**src/rtl/wb_port_arbiter_rr.sv**
```systemverilog
// N-port Wishbone arbiter feeding the SDRAM controller's single 32-bit access interface.
// state   | meaning
// IDLE    | no grant held; arbitrate among requesting ports
// ACTIVE  | grant held; forward the granted port's cycle downstream
// RELEASE | one dead cycle between grants; any late ack_i is dropped
`timescale 1ns/1ps
module wb_port_arbiter_rr #(
  parameter int WB_PORTS  = 3,
  parameter int ARB_MODE  = 1,
  parameter int MAX_BEATS = 16
) (
  input  logic                   wb_clk,
  input  logic                   wb_rst,
  input  logic [WB_PORTS*32-1:0] wb_adr_i,
  input  logic [WB_PORTS-1:0]    wb_stb_i,
  input  logic [WB_PORTS-1:0]    wb_cyc_i,
  input  logic [WB_PORTS*3-1:0]  wb_cti_i,
  input  logic [WB_PORTS-1:0]    wb_we_i,
  input  logic [WB_PORTS*4-1:0]  wb_sel_i,
  input  logic [WB_PORTS*32-1:0] wb_dat_i,
  output logic [WB_PORTS*32-1:0] wb_dat_o,
  output logic [WB_PORTS-1:0]    wb_ack_o,
  output logic                   acc_o,
  output logic                   we_o,
  output logic [31:0]            adr_o,
  output logic [31:0]            dat_o,
  output logic [3:0]             sel_o,
  input  logic [31:0]            dat_i,
  input  logic                   ack_i,
  output logic [WB_PORTS-1:0]    grant_o
);
  localparam int IW = (WB_PORTS > 1) ? $clog2(WB_PORTS) : 1;
  localparam int CW = $clog2(MAX_BEATS + 2);
  localparam logic [CW-1:0] BEAT_LIMIT = CW'(MAX_BEATS);
  localparam logic [IW-1:0] LAST_PORT  = IW'(WB_PORTS - 1);

  typedef enum logic [1:0] {
    S_IDLE    = 2'd0,
    S_ACTIVE  = 2'd1,
    S_RELEASE = 2'd2
  } state_t;

  state_t              r_state, w_next;
  logic [WB_PORTS-1:0] r_grant;
  logic [IW-1:0]       r_gidx, r_last, w_win;
  logic [CW-1:0]       r_beats;
  logic [WB_PORTS-1:0] w_req;
  logic [2:0]          w_cti;
  logic                w_cyc_g, w_stb_g, w_others, w_end, w_limit, w_release;

  assign w_req = wb_cyc_i & wb_stb_i;

  always_comb begin : arbitrate
    int idx;
    idx   = 0;
    w_win = '0;
    if (ARB_MODE == 0) begin
      for (int i = WB_PORTS - 1; i >= 0; i--)
        if (w_req[i]) w_win = IW'(i);
    end else begin
      // Scan downward so the nearest port after r_last is assigned last and wins.
      for (int k = WB_PORTS; k >= 1; k--) begin
        idx = (int'(r_last) + k) % WB_PORTS;
        if (w_req[IW'(idx)]) w_win = IW'(idx);
      end
    end
  end

  assign w_cti    = wb_cti_i[3*int'(r_gidx) +: 3];
  assign w_cyc_g  = wb_cyc_i[r_gidx];
  assign w_stb_g  = wb_stb_i[r_gidx];
  assign w_others = |(w_req & ~r_grant);
  assign w_end    = ack_i && (w_cti == 3'b000 || w_cti == 3'b111);
  // Saturating counter with >= so a late-arriving waiter still preempts a long burst.
  assign w_limit  = (MAX_BEATS != 0) && ack_i && w_others &&
                    ((r_beats + CW'(1)) >= BEAT_LIMIT);
  assign w_release = w_end || !w_cyc_g || w_limit;

  always_ff @(posedge wb_clk) begin
    if (wb_rst) r_state <= S_IDLE;
    else        r_state <= w_next;
  end

  always_comb begin : next_state
    w_next = r_state;
    case (r_state)
      S_IDLE:    if (|w_req) w_next = S_ACTIVE;
      S_ACTIVE:  if (w_release) w_next = S_RELEASE;
      S_RELEASE: w_next = S_IDLE;
      default:   w_next = S_IDLE;
    endcase
  end

  always_ff @(posedge wb_clk) begin
    if (wb_rst) begin
      r_grant <= '0;
      r_gidx  <= '0;
      r_last  <= LAST_PORT;
      r_beats <= '0;
    end else begin
      case (r_state)
        S_IDLE: begin
          if (|w_req) begin
            r_grant <= WB_PORTS'(1) << w_win;
            r_gidx  <= w_win;
          end
        end
        S_ACTIVE: begin
          if (w_release) begin
            r_grant <= '0;
            r_last  <= r_gidx;
            r_beats <= '0;
          end else if (ack_i && r_beats != BEAT_LIMIT) begin
            r_beats <= r_beats + CW'(1);
          end
        end
        default: r_grant <= '0;
      endcase
    end
  end

  assign acc_o    = (r_state == S_ACTIVE) && w_cyc_g && w_stb_g;
  assign wb_ack_o = (r_state == S_ACTIVE) ? (r_grant & {WB_PORTS{ack_i}}) : '0;
  assign adr_o    = wb_adr_i[32*int'(r_gidx) +: 32];
  assign dat_o    = wb_dat_i[32*int'(r_gidx) +: 32];
  assign sel_o    = wb_sel_i[4*int'(r_gidx) +: 4];
  assign we_o     = wb_we_i[r_gidx];
  assign wb_dat_o = {WB_PORTS{dat_i}};
  assign grant_o  = r_grant;

endmodule

```
**config.mk**
```make
export PLATFORM = sky130hd
export DESIGN_NAME = wb_port_arbiter_rr
export DESIGN_NICKNAME = d
export VERILOG_FILES = /design/src/rtl/wb_port_arbiter_rr.sv
export SDC_FILE = /design/constraint.sdc
export NUM_CORES = 1
export LEC_CHECK = 0
export CORE_AREA = 3 3 167 169
export DETAILED_ROUTE_END_ITERATION = 8
export DIE_AREA = 0 0 170 172
export PLACE_DENSITY = 0.46
export SYNTH_ARGS = -nofsm -noshare
export SYNTH_HDL_FRONTEND = slang
export SYNTH_SLANG_ARGS = --single-unit
```
**constraint.sdc**
```tcl
create_clock -name wb_clk -period 2.3 [get_ports wb_clk]
set_input_delay 0.69 -clock wb_clk [delete_from_list [all_inputs] [get_ports wb_clk]]
set_output_delay 0.69 -clock wb_clk [all_outputs]
set_load 0.005 [all_outputs]
```
==> summary.md <==
| Metric | Value |
|---|---|
| Number of port buffers | 300 |
| Worst-path cell chain | clkdlybuf4s50_1 > mux2i_1 > o21ai_0 > dlygate4sd2_1 |
| First-pass GRT wire length | around 21000 um |
| Initial antenna violation count | 0 |
| Fin. max-slew vios | 0 |
| Post-synth top area share | 0.231 |
| Die Ht | between 150 and 200 um |
| Num CTS Buffers | 3 |
| GP Congestion | around 0.72 |
| Hold path depth | 2 |
| DR WL/cell | approximately 15 um |
| Vias per cell | roughly 3.7 |
| Pwr/cell area | about 270 mW/mm^2 |
| Max cap viols | 0 |
| Antenna Violating Nets Remaining | 0 |
| Achievable clock frequency | 435 MHz |
| Synth cell count leaders | buf_4, nand2_1, o21ai_0, mux2i_1, clkbuf_1 |
| CTS tree | done |
| Synth Register Bits | 14 |
| Vias in the first global route | ~3.8k |
| Die ar. | between 0.02 and 0.03 sq mm |
| Hold Buf Count CTS | 0 |
| Chip Width | between 150 and 200 um |
| CP max stage delay | between 0.4 and 0.5 ns |
| Mapped Area | 0.00317 sq mm |
| Syn nets | about 720 |
| Lkg Pwr | between 0.002 and 0.0025 uW |
| WS Path Type | input pin to output pin |
| Nets | between 900 and 1k |
| Minimum clock period | 2.30 ns |
| Post-route clock period utilization | 0.998 |
| Run status | complete, no violations |
| Critical path arrival | between 1.5 and 2 ns |
| WL final | 15700 um |
| VDD IR max | approximately 0.28 mV |
| Clk slew on worst S/H paths | 0.05 ns |
| RSZ-0062 raised after global routing | yes |
| Hold WS | around 0.48 ns |
| Worst skew pair latency | roughly 0.24 ns |
| # diodes | 0 |
| Final Hold Fails | 0 |
| CP Max Fanout | 1 |
| Yosys warns | 0 |
| Cell Rows | 60 |
| Final setup vio count | 0 |
| Clk sinks | 14 |
| Slowest-stage cell, CP | clkdlybuf4s50_1 |
| Final setup margin | between 0.003 and 0.004 ns |
| Setup TNS | 0 ns |
| Syn avg cell area | roughly 7.0 sq um |
| Worst slack, placed | -0.764 ns |
| Clk buf depth | 2 |
| Worst-Margin Slew | ~0.5 ns |
| H-tree depth | 1 |
| Synth Flop Type | dfxtp_1 |
| Synth async-reset ratio | 0 |
| Starting DRT DRC Count | between 100 and 150 |
| Total power | 1710 uW |
| Worst path depth | 4 |
| First-pass iteration count of the detailed router | 6 |
| Post-route DRC | 0 |
| Layout area overhead | 100% |
| Post-synthesis sequential area ratio | 0.0885 |
| Buf+Inv Stages, Crit Path | 2 |
| Detailed Place HPWL | roughly 12000 um |
| Clock Skew | roughly 0.0029 ns |
| Vias post-DR | 3876 |
| CP top delay family | buffers and inverters |
| Most common cell in the netlist | buf_4 |
| Boundary Pins | roughly 430 |
| Synth area leaders | mux2i_1, buf_4, o21ai_0, nand2_1, dfxtp_1 |
| Clock root cell | clkbuf_16 |
| Grt total ovfl | 0 |
| Core area | about 0.027 sq mm |
| Worst hold path class | register to register |
| Largest net degree at the start of global routing | 38 |
| CP required | between 1.5 and 2 ns |
| Post-Synthesis Cells | between 400 and 500 |
| Slew headroom | 0.659 |
| CP Capture Type | output pin |
| Starting density of the core | 0.118 |
| Total Routing Usage GR | 0.0884 |
| Setup crit start kind | input pin |
| Area leader, netlist | mux2i_1 |
| Yosys cell types | between 40 and 50 |
| Layout cells sized above 1 | 0.216 |
| R2R depth | 6 |
| Post-synth EDFFs | 0 |
worst register-to-register path, stage by stage, from the launching register on:
cell     delay [ns]
dfxtp_4        0.39
buf_8          0.16
buf_12         0.17
or4_4          0.57
nand4_4        0.18
a32oi_4        0.15
o32ai_1        0.23
metal layers:
metal  vias to the layer above  part of all wire  global-route usage
li1                       1960                 -                   -
met1                      1688              0.42               0.110
met2                       219              0.47               0.156
met3                         9              0.11              0.0299
met4                         0            0.0046             0.00635
met5                         -                 0                   0
final cells by class:
type                            count  area, sq um
Fill cell                        2972        20400
Timing Repair Buffer              360         3410
Multi-Input combinational cell    307         2090
Tap cell                          341          427
Sequential cell                    14          285
Clock buffer                        4         88.8
Inverter                           11         41.3
cells by family (layout without fill, tap and decap cells):
| logic type | count (synthesis) | after routing | share of synthesized area |
|---|---|---|---|
| buf+inv | 132 | 375 | 0.281 |
| simple gates | 127 | 127 | 0.189 |
| compound gates | 100 | 100 | 0.185 |
| mux | 73 | 73 | 0.231 |
| flops | 14 | 14 | 0.0885 |
| fa+ha+maj | 5 | 5 | 0.0198 |
| xor+xnor | 2 | 2 | 0.00553 |
path summary, 6_finish.rpt:
path              startpoint    endpoint  slack [ns]
setup / recovery  wb_we_i[0]        we_o       0.004
hold reg to reg   r_beats[4]  r_beats[4]        0.48
hold / removal    r_beats[4]  r_beats[4]        0.48
setup reg to reg   r_gidx[1]  grant_o[0]        0.37
registers in the layout (all words and copies together), names as in the netlist:
register  cells
r_state       2
r_last        2
grant_o       3
r_gidx        2
r_beats       5
per-stage QoR:
stage | instance area (sq um) | cells | util
4_1_cts | 6310 | 1029 | 0.236
5_1_grt | 6340 | 1037 | 0.237
6_report | 6340 | 1037 | 0.237
3_5_place_dp | 6200 | 1020 | 0.232
3_3_place_gp | 6200 | 1020 | 0.232
2_1_floorplan | 3170 | 453 | -
cell usage in the layout (no fill, tap or decap), drive strengths merged, types with 3 or more instances in the layout:
master	instances
buf	77
dlymetal6s2s	4
nand2	81
nand4b	3
dfxtp	14
nand3	12
dlygate4sd2	8
a21oi	8
mux2i	73
clkbuf	39
ha	5
nor3	4
clkdlybuf4s15	18
inv	11
or3	3
o21ai	77
nor2	6
nand2b	7
and3	3
clkdlybuf4s50	218
where the power goes:
part	internal, uW	leakage, uW	total (uW)	switching, uW
combinational	681	0.00213	1070	390
sequential	254	0.000115	266	11.4
clock	264	0.0000442	368	104
what timing repair did:
action,CTS,global route
endpoints found under the setup margin,82,70
buffers inserted,5,5
cloned,1,3
pin swaps,11,10
gates resized for setup,186,113
Note: power is estimated with default switching activity, not from simulation.
